$ cat src/rtl/shift_pkg.sv
// shift_pkg: shared state type and sizing constants for the serial lamp-pattern transmitter.
package shift_pkg;
  typedef enum logic [1:0] {IDLE, SHIFT, LATCH} tx_state_t;
  localparam int SHIFT_WIDTH   = 8;
  localparam int SHIFT_GAP_MAX = 15;
endpackage

$ cat src/rtl/shift_tx_cnt.sv
// shift_tx_cnt: loadable up-counter with clear and enable.
// tc_o flags that the count being written at this edge equals term_i.
module shift_tx_cnt #(
  parameter int W = 4
) (
  input  logic         clk,
  input  logic         rst_n,
  input  logic         clr_i,
  input  logic         load_i,
  input  logic [W-1:0] load_val_i,
  input  logic         en_i,
  input  logic [W-1:0] term_i,
  output logic         tc_o
);
  logic [W-1:0] cnt_q, cnt_d;
  always_comb begin
    cnt_d = clr_i ? '0 : load_i ? load_val_i : en_i ? cnt_q + W'(1) : cnt_q;
    tc_o  = cnt_d == term_i;
  end
  always_ff @(posedge clk or negedge rst_n)
    if (!rst_n) cnt_q <= '0;
    else        cnt_q <= cnt_d;
endmodule

$ cat src/rtl/shift_tx.sv
// shift_tx: serialises a word LSB-first with one we pulse per bit, then holds we low
// for GAP cycles so the receiver latches; done marks the last gap cycle.
module shift_tx
  import shift_pkg::*;
#(
  parameter int WIDTH = SHIFT_WIDTH,
  parameter int GAP   = 1
) (
  input  logic             clk,
  input  logic             rst_n,
  input  logic [WIDTH-1:0] data,
  input  logic             valid,
  output logic             ready,
  output logic             sout,
  output logic             we,
  output logic             done
);
  localparam int BW = $clog2(WIDTH + 1);
  localparam int GW = $clog2(SHIFT_GAP_MAX + 1);
  tx_state_t state_q, state_d;
  logic [WIDTH-1:0] shreg_q, shreg_d;
  logic ready_q, ready_d, sout_q, sout_d, we_q, we_d, done_q, done_d;
  logic accept, enter_latch, bit_tc, gap_tc;
  // bit 0 goes straight to sout on accept, so shreg holds only the bits still to send
  always_comb begin
    accept      = state_q == IDLE && valid && ready_q;
    enter_latch = state_q == SHIFT && bit_tc;
    state_d     = accept ? SHIFT : enter_latch ? LATCH : (state_q == LATCH && done_q) ? IDLE : state_q;
    shreg_d     = accept ? data >> 1 : state_q == SHIFT ? shreg_q >> 1 : shreg_q;
    sout_d      = accept ? data[0] : state_d == SHIFT ? shreg_q[0] : 1'b0;
    we_d        = state_d == SHIFT;
    ready_d     = state_d == IDLE;
    done_d      = state_d == LATCH && gap_tc;
  end
  always_ff @(posedge clk or negedge rst_n)
    if (!rst_n) begin
      state_q <= IDLE;
      shreg_q <= '0;
      ready_q <= 1'b0;
      sout_q  <= 1'b0;
      we_q    <= 1'b0;
      done_q  <= 1'b0;
    end else begin
      state_q <= state_d;
      shreg_q <= shreg_d;
      ready_q <= ready_d;
      sout_q  <= sout_d;
      we_q    <= we_d;
      done_q  <= done_d;
    end
  shift_tx_cnt #(.W(BW)) u_bit_cnt (
    .clk        (clk),
    .rst_n      (rst_n),
    .clr_i      (accept),
    .load_i     (1'b0),
    .load_val_i ('0),
    .en_i       (state_q == SHIFT),
    .term_i     (BW'(WIDTH)),
    .tc_o       (bit_tc)
  );
  // the gap count reaches GAP-1 in the last latch cycle, which is when done must show
  shift_tx_cnt #(.W(GW)) u_gap_cnt (
    .clk        (clk),
    .rst_n      (rst_n),
    .clr_i      (enter_latch),
    .load_i     (1'b0),
    .load_val_i ('0),
    .en_i       (state_q == LATCH),
    .term_i     (GW'(GAP - 1)),
    .tc_o       (gap_tc)
  );
  assign ready = ready_q;
  assign sout  = sout_q;
  assign we    = we_q;
  assign done  = done_q;
endmodule

$ cat config.mk
export PLATFORM = sky130hd
export DESIGN_NAME = shift_tx
export DESIGN_NICKNAME = d
export VERILOG_FILES = /design/src/rtl/shift_pkg.sv /design/src/rtl/shift_tx_cnt.sv /design/src/rtl/shift_tx.sv
export SDC_FILE = /design/constraint.sdc
export NUM_CORES = 1
export LEC_CHECK = 0
export BUFFER_PORTS_ARGS = -buffer_cell sky130_fd_sc_hd__buf_4
export CORE_UTILIZATION = 40
export DETAILED_ROUTE_END_ITERATION = 12
export GPL_TIMING_DRIVEN = 0
export PLACE_DENSITY_LB_ADDON = 0.12
export SYNTH_ARGS = -nofsm -noshare
export SYNTH_HDL_FRONTEND = slang
export SYNTH_SLANG_ARGS = --single-unit
export TNS_END_PERCENT = 20
$ cat constraint.sdc
create_clock -name clk -period 1.71 [get_ports clk]
set_input_delay 0.342 -clock clk [delete_from_list [all_inputs] [get_ports clk]]
set_output_delay 0.342 -clock clk [all_outputs]
set_load 0.01 [all_outputs]
---- Word level (Yosys, flattened, before mapping) ----
Index checks and enable logic that the tools add are counted.
W data, S select, Z words.
word-level totals
  output and inout bits ................... 4
  logic and storage cells ................. 35
  input bits .............................. 11
  flip-flop bits (word level) ............. 22
cells by class
  add/sub/neg operators ................... 2
  eq/ne operators ......................... 5
  muxes and demuxes ....................... 11
  reductions and logical operators ........ 9
operators by type and width
  kind                   number
  $mux W4                4
  $mux W8                2
  $add A4 B1 Y4 const B  2
  $mux W2                3
  $logic_and A1 B1 Y1    5
  $eq A2 B1 Y1 const B   2
  $eq A2 B2 Y1 const B   2
  $eq A4 B4 Y1 const B   1
  $logic_not A2 Y1       2
  $logic_not A4 Y1       1
  $mux W1                2
  $reduce_bool A2 Y1     1

---- Longest topological paths before layout ----
Gate-level depths: netlist (run 1).
  depth in word-level cells ............... 11
  gate-level depth with buffers ........... 6
  gate-level depth less buffers ........... 5

---- Hierarchy ----
A second synthesis (run 1) with hierarchy kept.
second synthesis, totals
  cell total of the unflattened synthesis .. 111
  area total of the unflattened synthesis .. 1144.8 um^2
by module, submodules not included
  module        times used  area an instance (um^2)  cells an instance  sequential area each (um^2)
  shift_tx      1           601.8                    57                 325.3
  shift_tx_cnt  2           271.5                    27                 100.1

---- Worst setup path before layout (run 1) ----
Ideal clock, no wire load.
  kind .................................... register to register
  from .................................... register u_gap_cnt.cnt_q[0]
  to ...................................... register done_q (netlist: done)
  path slack .............................. -0.058 ns
  arrival time ............................ 1.673 ns
  buffers on the path ..................... 0
  data required time ...................... 1.615 ns
  stages on the path, launching flop included .. 6
  path through ............................ dfrtp_1 > ha_1 > or4bb_2 > a21oi_1 > a21oi_1 > o31ai_1
between the ends
  word-level cells in the longest chain between the ends .. 5
RTL lines
  element                   line                source
  start: declaration        shift_tx_cnt.sv:15  logic [W-1:0] cnt_q, cnt_d;
  start signal: assignment  shift_tx_cnt.sv:22  else cnt_q <= cnt_d;
  $add A4 B1 Y4             shift_tx_cnt.sv:17  cnt_d = clr_i ? '0 : load_i ? load_val_i : en_i ? cnt_q + W'(1) : cnt_q;
  $mux W4 (*) (2 in a row)  shift_tx_cnt.sv:17
  $logic_not A4 Y1 (*)      shift_tx_cnt.sv:18  tc_o = cnt_d == term_i;
  $logic_and A1 B1 Y1 (*)   shift_tx.sv:33      done_d = state_d == LATCH && gap_tc;
  via done_d                shift_tx.sv:22      logic ready_q, ready_d, sout_q, sout_d, we_q, we_d, done_q, done_d;
  end signal: assignment    shift_tx.sv:49      done_q <= done_d;
  end: declaration          shift_tx.sv:22
Mark *: on every way through the listed nets, which the timed path passes. The rest lies on a longest branch.
A chain may end at the register's enable or synchronous reset.

---- Worst setup path in the final report (run 1) ----
  from .................................... register u_gap_cnt.cnt_q[1]
  to ...................................... register done_q (netlist: done)
The elaborated chain is that of the path after synthesis.

==> results of run 1 <==
## cell usage in the layout, fill, tap and decap left out, types with 2 or more instances in the layout
cell,synthesis,final
mux2i_1,7,7
nor2_1,8,8
dfrtp_2,0,2
xor2_1,5,5
buf_6,2,2
nand4_1,2,2
buf_4,0,20
nand3_1,2,2
clkbuf_1,4,3
o21ai_0,11,10
a21oi_1,4,3
inv_1,2,2
xnor2_1,3,3
dfrtp_1,21,19
clkbuf_4,0,3
nand2_1,14,14
a21o_2,2,2
## sequential cells by signal, indices dropped and copies added (netlist names)
signal and count:
shreg_q 7, done 1, we 1, u_bit_cnt.cnt_q 4
u_gap_cnt.cnt_q 4, sout 1, state_q 2, ready 1
## through the flow
step | cells | setup slack (ps)
5_1_grt | 157 | -44.5
3_5_place_dp | 146 | -105
6_report | 157 | 41.0
4_1_cts | 157 | 3.37
3_3_place_gp | 146 | -88.9
2_1_floorplan | 102 | -3.64
## worst max-delay path, cell delays in order, from the launching register on
cell and delay (ps):
dfrtp_1 410, ha_1 290, or4bb_4 530, o21ai_1 90
a21oi_1 80, o31ai_1 180
## Yosys cell counts, types with 2 or more instances
master    count
buf_6         2
nand3_1       2
clkbuf_1      4
xnor2_1       3
mux2i_1       7
a21oi_1       4
o21ai_0      11
nand2_1      14
nor2_1        8
ha_1          2
a21o_2        2
dfrtp_1      21
xor2_1        5
inv_1         2
nand4_1       2
## layout make-up
class                      instances  area (um2)
buffer                             6        38.8
clock buffer                       3        22.5
clock inverter                     1        5.00
fill                             235        1180
inverter                           2        7.51
multi-input combinational         73         493
sequential                        21         528
tap                               30        37.5
timing repair buffer              21         160
## routing by layer
layer / part of all wire / vias to the layer above
met5: 0 / -
met4: 0.013 / 0
met3: 0.022 / 4
met2: 0.50 / 10
met1: 0.46 / 373
li1: - / 398
## cell families after synthesis
| family | after synthesis | share of synthesized area |
|---|---|---|
| flip-flops | 21 | 0.501 |
| AO/OA/AOI/OAI | 21 | 0.119 |
| multiplexers | 7 | 0.0668 |
| AND/OR/NAND/NOR | 35 | 0.179 |
| buffers and inverters | 8 | 0.0430 |
| adder cells (fa/ha/maj) | 2 | 0.0239 |
| XOR/XNOR | 8 | 0.0668 |
## repair_timing
item                                    4_1_cts  5_1_grt
buffers inserted                              6        0
hold buffers                                  1        0
pin swaps                                     3        2
endpoints found under the setup margin        8       15
endpoints found under the hold margin        21        0
gates resized for setup                       2        4
## power by group through the flow
stage | clock [mW] | sequential, mW | combinational [mW]
3_3_place_gp | 0 | 0.912 | 0.931
2_1_floorplan | 0 | 0.896 | 0.733
3_5_place_dp | 0 | 0.923 | 0.958
6_report | 0.239 | 0.873 | 1.12
5_1_grt | 0.267 | 0.898 | 1.27
4_1_cts | 0.251 | 0.870 | 1.11
## how the worst max path moves through the flow
stage,depth (start not counted),end,slack [ps]
3_5_place_dp,4,sout,-100
5_1_grt,5,done,-40
4_1_cts,5,done,3
6_report,5,done,40
3_3_place_gp,4,sout,-90
2_1_floorplan,4,sout,-4
==> summary by stage, run 1 <==
Status
The run finished with clean final reports.

Final layout
The final instance area is 0.00129 mm2. The number of inserted diodes is 0. In the final design database the tool counted 141 nets. The end-of-flow core utilization is 0.522.

In the final layout, the share of cells above drive strength 1 is 0.315. The synthesis-to-finish area growth is 23.3%.

STA
The worst clock skew is 8.18 ps. Dividing the final minimum period by the clock period gives 0.976. Setup repair after global routing could not meet its margin everywhere.

The relative slew slack is 0.679. The final hold slack is 227 ps. The sum of negative setup slack is 0 ps.

The final critical-path required period is 1670 ps. The final max-slew violation count is 0. The final-report setup violation count is 0.

The highest clock frequency the design can meet is 0.599 GHz. The number of hold violations in the final report is 0. The measured slew at the worst slew-check pin is 477 ps.

Synthesis
The largest area contributor in the synthesized netlist is dfrtp_1. The number of flops mapped to enable cells by yosys is 0. The netlist area before placement is 0.00105 mm2. In this run, synthesis produced a sequential element count of 21. The average cell area after synthesis is 10.3 um2.

The share of async-settable or async-resettable flops after synthesis is 1.00. Synthesis instantiated 28 different standard cells from the library. The post-synth net total is 115.

The proportion of netlist area held by the largest area contributor is 0.501. The dominant synthesized flop cell is dfrtp_1. The cell count after synthesis came out at 102. The share of the Yosys chip area taken by registers is 0.501. The Yosys step of the flow raised 0 warnings. In the post-synthesis netlist, the biggest area contributors are dfrtp_1 50%, mux2i_1 6.7%, o21ai_0 5.3%.

Critical path
By startpoint and endpoint, the worst setup path is classified as reg -> reg. The startpoint class of the critical path is a register. The endpoint class of the critical path is a register. The startpoint of the worst-slack reg-to-reg timing path is u_gap_cnt.cnt_q[1]. Tracing the worst setup path back leads to its startpoint at u_gap_cnt.cnt_q[1].

Measured in cells, the most critical reg-to-reg path has a length of 5. STA puts the critical path data arrival time at 1890 ps. The critical register-to-register path endpoint is done. Data on the critical path is required at its endpoint by 1930 ps. Of all nets on the critical path, the largest fanout is 2. Setup slack on the worst reg-to-reg path comes out at 40 ps.

Route
The detailed-route vias per instance is 5.00. The remaining design rule violation count is 0. The total routed wirelength is 1950 um. The detailed router finished its first iteration with 3 violations. Once detail routing completed, the nets flagged for antenna violations numbered 0. The final route contains 785 vias. After detailed routing, the average wire length per cell comes to 12.4 um. The first detailed-routing pass ran for 2 iterations.

CTS
At the later pin of the worst-skew pair, clock insertion delay measures 310 ps. The CTS H-tree depth is 1. After clock tree synthesis, the clock-pin slew on the worst setup and hold paths is 120 ps. The CTS buffer count is 3.

Clock tree synthesis found a total of 21 sinks. In this run the deepest clock path goes through 2 buffers. CTS placed an instance of clkbuf_4 at the clock tree root. The clock tree from TritonCTS is built.

Job
Across the run, the number of max-cap violations was 0.

Power
The power density over cell area is 1720 mW/mm2. Of the total power, the share spent switching nets is 0.381. The worst supply voltage drop on vdd is 0.859 mV.

Summing internal, switching and leakage power gives 2.23 mW. The portion of total power attributed to the clock network is 0.107. The leakage power of the design is 0.607 nW.

The share of total power dissipated in combinational logic is 0.501. The analysis attributes to net switching a power of 0.848 mW. The internal power contribution is 1.38 mW. The sequential share of power is 0.392.

GRT
Across every metal layer, demand over resource in global routing totals 0.171. The global-route met2 utilization is 0.279. The number of global-route vias before repair is 768. The number of antenna violations at the first check in global routing came to 0. The most used routing layer in global routing is met2. The met1 track utilization from global routing is 0.215. Entering global routing, the biggest net connects 22 pins. In the global route stage, met3 resource usage came out at 0.0259.

The sum of overflow across all layers after global routing is 0. The first global-routing pass estimated 3370 um of wire.

Placed design
In this run the cell area measured after placement is 0.00120 mm2. The final weighted congestion of routability-driven global placement is 0.656. During placement, the flow inserted port buffers numbering 14.

Min path
The class of the worst hold path is in -> reg. For hold timing, the worst endpoint is shreg_q[4]. The beginning of the worst hold path is data[5]. The worst hold path passes through 3 cells.

Die
From left edge to right edge, the die measures 53.2 um. The core region area is 0.00248 mm2. Measured along the y axis, the die boundary spans 53.2 um. For this configuration, the core starts out at a cell density of 0.423. The floorplan die area is 0.00283 mm2. The total I/O pin count is 15. The count of standard-cell rows is 18.
No activity file was read; power rests on OpenSTA's default activity.
==> run 2, diff against run 1 <==
--- a/config.mk
+++ b/config.mk
@@ -5,9 +5,9 @@
 export SDC_FILE = /design/constraint.sdc
 export NUM_CORES = 1
 export LEC_CHECK = 0
-export BUFFER_PORTS_ARGS = -buffer_cell sky130_fd_sc_hd__buf_4
 export CORE_UTILIZATION = 40
 export DETAILED_ROUTE_END_ITERATION = 12
+export DONT_BUFFER_PORTS = 1
 export GPL_TIMING_DRIVEN = 0
 export PLACE_DENSITY_LB_ADDON = 0.12
 export SYNTH_ARGS = -nofsm -noshare
==> run 2 against run 1 <==
Against the previous run: the flow now finishes with violations (negative setup slack); flip-flop and latch count is the same; final cell count shrank 5.7%; final area down 3.2%; worst setup slack got worse by 52 ps; clock power about the same; non-clock buffer count shrank 9; power increased by 4.8%; combinational power hardly changed; count of clock-buffer cells in the layout increased by 1; register-to-register slack worse by 50 ps; die area unchanged; critical endpoint is now sout.
==> summary by stage, run 2 (synthesis gave the netlist of run 1 again) <==
Placed design
The pre-CTS setup slack was -127 ps (-22.2 ps). The post-DP HPWL is 1330 um. The count of buffers inserted at the top-level ports is 0 (-14). The final weighted congestion of routability-driven global placement is 0.649 (-1.1%).

Power
The power density over cell area came to 1870 mW/mm2 (+8.3%). The leakage power of the design is 0.556 nW (-8.5%). The sequential share of power was 0.407 (+0.015).

The portion of total power attributed to combinational logic is 0.491 (-0.010). The worst supply voltage drop on vdd is 0.907 mV (+5.6%). The switching power total is 0.887 mW (+4.5%). The internal power contribution was 1.45 mW (+5.0%). The fraction of power spent switching nets is 0.380 (-0.00103).

The portion of total power attributed to the clock network is 0.102 (-0.005).

Critical path
Walking the worst path, the cells encountered are buf_6, nor2b_4, buf_6, nand2_4, or4_4, a32o_1. The worst register-to-register path begins at state_q[0]. The endpoint arrival time on the critical path was 1920 ps (+30 ps). The required time at the endpoint of the critical path is 1910 ps (-20 ps). The startpoint class of the critical path is a register. STA classifies the critical path endpoint as a register. The number of buffer and inverter instances along the worst setup path is 2 (+2).

The most common cell type on the critical path is buf_6. The slack of the worst reg-to-reg path is -10 ps (-50 ps). The delay of the slowest critical-path stage is 570 ps (+40 ps). The worst-case reg-to-reg path depth was 6 (+1).

The maximum net fanout on the critical path came to 8 (+6). The slowest stage cell on the critical path is or4_4. Among cell families on the critical path, the largest total delay comes from simple AND/OR/NAND/NOR gates. In this run the critical register-to-register path is captured at sout. By startpoint and endpoint, the worst setup path is classified as reg -> reg.

CTS
TritonCTS built the clock tree. The clock tree buffer depth came to 2 (unchanged). The CTS buffer count came to 3 (unchanged). The clock transition at the registers of the reported paths is 120 ps (about the same). The number of clock sinks was 21 (unchanged).

The CTS H-tree depth is 1 (unchanged). The clock network latency to the later pin of the worst-skew pair is 300 ps (about the same). The root buffer cell is clkbuf_4.

GRT
The first-pass GRT wire length is 3190 um (-5.5%). The sum of overflow across all layers after global routing is 0 (unchanged). The largest net degree at the start of global routing was 22 (unchanged). The number of antenna violations at the first check in global routing is 0 (unchanged). The number of global-route vias before repair is 717 (-6.6%). The all-layer global routing usage was 0.160 (-0.0113).

STA
The final-report setup violation count is 1 (+1). The final critical-path required period is 1720 ps (+52.2 ps). The number of hold violations in the final report is 0 (unchanged).

The relative slew slack was 0.371 (-0.308). The highest clock frequency the design can meet is 0.581 GHz (-3.0%). The final hold slack is 161 ps (-65.6 ps). The worst clock skew was 5.33 ps (-2.85 ps). The final critical-path share of the clock period is 1.01 (+0.0305).

The measured slew at the worst slew-check pin is 940 ps (+463 ps). Setup repair after global routing could not meet its margin everywhere. The sum of negative setup slack is -11.2 ps (-11.2 ps). The post-layout worst setup margin is -11.2 ps (-52.2 ps). The final max-slew violation count is 0 (unchanged).

Final layout
The number of flip-flops in the largest register is 7 (unchanged). Leaving out fill and tap cells, the most frequent cells in the layout are 17 x dfrtp_1, 14 x nand2_1, 11 x buf_4, 10 x o21ai_0, 8 x nor2_1. The synthesis-to-finish area growth is 19.3%.

Leaving out fill and tap cells, the most frequent cell in the layout is dfrtp_1. The proportion of layout cells with a drive suffix above 1 was 0.280 (-0.0353). In the final layout, the registers with the most flip-flops are shreg_q (7), u_bit_cnt.cnt_q (4), u_gap_cnt.cnt_q (4). The count of nets after finishing was 132 (-6.4%).

The register ranked first by flip-flop count is shreg_q. The number of inserted diodes is 0 (unchanged).

Route
The detailed-route vias per instance came to 5.14 (+2.7%). The remaining design rule violation count was 0 (unchanged). The total number of vias is 760 (-3.2%). The post-route antenna net violation count is 0 (unchanged).

The post-detailed-route wirelength per cell is 13.8 um (+11%). The total routed wirelength is 2040 um (+4.7%). The number of optimization iterations in the first detailed-route pass is 2 (unchanged). The starting DRC count in detailed routing is 5 (+2).

Status
The run finished, with violations left. The final reports fail on negative setup slack.

Die
The count of standard-cell rows came to 18 (unchanged). The core region area is 0.00248 mm2 (unchanged). The floorplan die area is 0.00283 mm2 (unchanged). The die extent in x is 53.2 um (unchanged). The effective utilization at floorplan was 0.423 (unchanged). The total I/O pin count was 15 (unchanged). The die extent in y came to 53.2 um (unchanged).

Min path
The path with the worst hold slack has its endpoint at shreg_q[5]. In this run the most critical hold path is launched from data[6]. The worst hold path stage count is 2 (-1).

The path class of the tightest hold or removal check is in -> reg.

Job
The total of max-cap violations was 0 (unchanged).
==> run 2: layout make-up <==
type                            instances  area [um2]
Fill cell                             245        1230
Inverter                                2        7.51
Multi-Input combinational cell         73         519
Clock buffer                            4        26.3
Buffer                                  6        37.5
Tap cell                               30        37.5
Sequential cell                        21         531
Timing Repair Buffer                   12        92.6
==> run 2: worst reg2reg max path, stage by stage, from the launching register on <==
cell     delay (ps)
dfrtp_1         360
buf_6           120
nor2b_4         140
buf_6           120
nand2_4          50
or4_4           570
a32o_1          270
==> run 2: power by group through the flow <==
stage | Sequential (mW) | Combinational (mW) | Clock [mW]
2_1_floorplan | 0.896 | 0.733 | 0
3_3_place_gp | 0.939 | 0.832 | 0
3_5_place_dp | 0.948 | 0.852 | 0
4_1_cts | 0.953 | 0.907 | 0.247
5_1_grt | 0.975 | 1.29 | 0.279
6_report | 0.951 | 1.15 | 0.237
==> run 2: worst max-delay path by stage <==
stage | start | end | slack, ps | cells past startpoint
2_1_floorplan | u_bit_cnt.cnt_q[0] | sout | -4 | 4
4_1_cts | u_gap_cnt.cnt_q[0] | done | -60 | 5
5_1_grt | state_q[0] | sout | -50 | 6
6_report | state_q[0] | sout | -10 | 6
3_3_place_gp | u_bit_cnt.cnt_q[0] | sout | -90 | 4
3_5_place_dp | u_bit_cnt.cnt_q[0] | u_gap_cnt.cnt_q[1] | -130 | 4
==> run 2: layer usage <==
| metal | vias up | wire length, um | global-route usage |
|---|---|---|---|
| met5 | - | 0 | 0 |
| met4 | 0 | 10 | 0.0395 |
| met3 | 2 | 76 | 0.0603 |
| met2 | 11 | 1040 | 0.271 |
| met1 | 368 | 911 | 0.188 |
| li1 | 379 | - | - |
==> run 2: per-stage QoR <==
stage                     std cells  power (mW)  instance area [um2]  utilization
after CTS                       137        2.11                 1150        0.464
after global routing            148        2.54                 1250        0.505
final                           148        2.34                 1250        0.505
after detailed placement        132        1.80                 1090        0.441
after global placement          132        1.77                 1090        0.441
after floorplan                 102        1.63                 1050            -
==> run 2: repair_timing <==
item	in CTS	in global routing
setup buffers	0	11
resized for setup	5	4
endpoints found under the setup margin	8	8
hold endpoints to repair	21	0
hold buffers	1	0
pin swaps	3	5
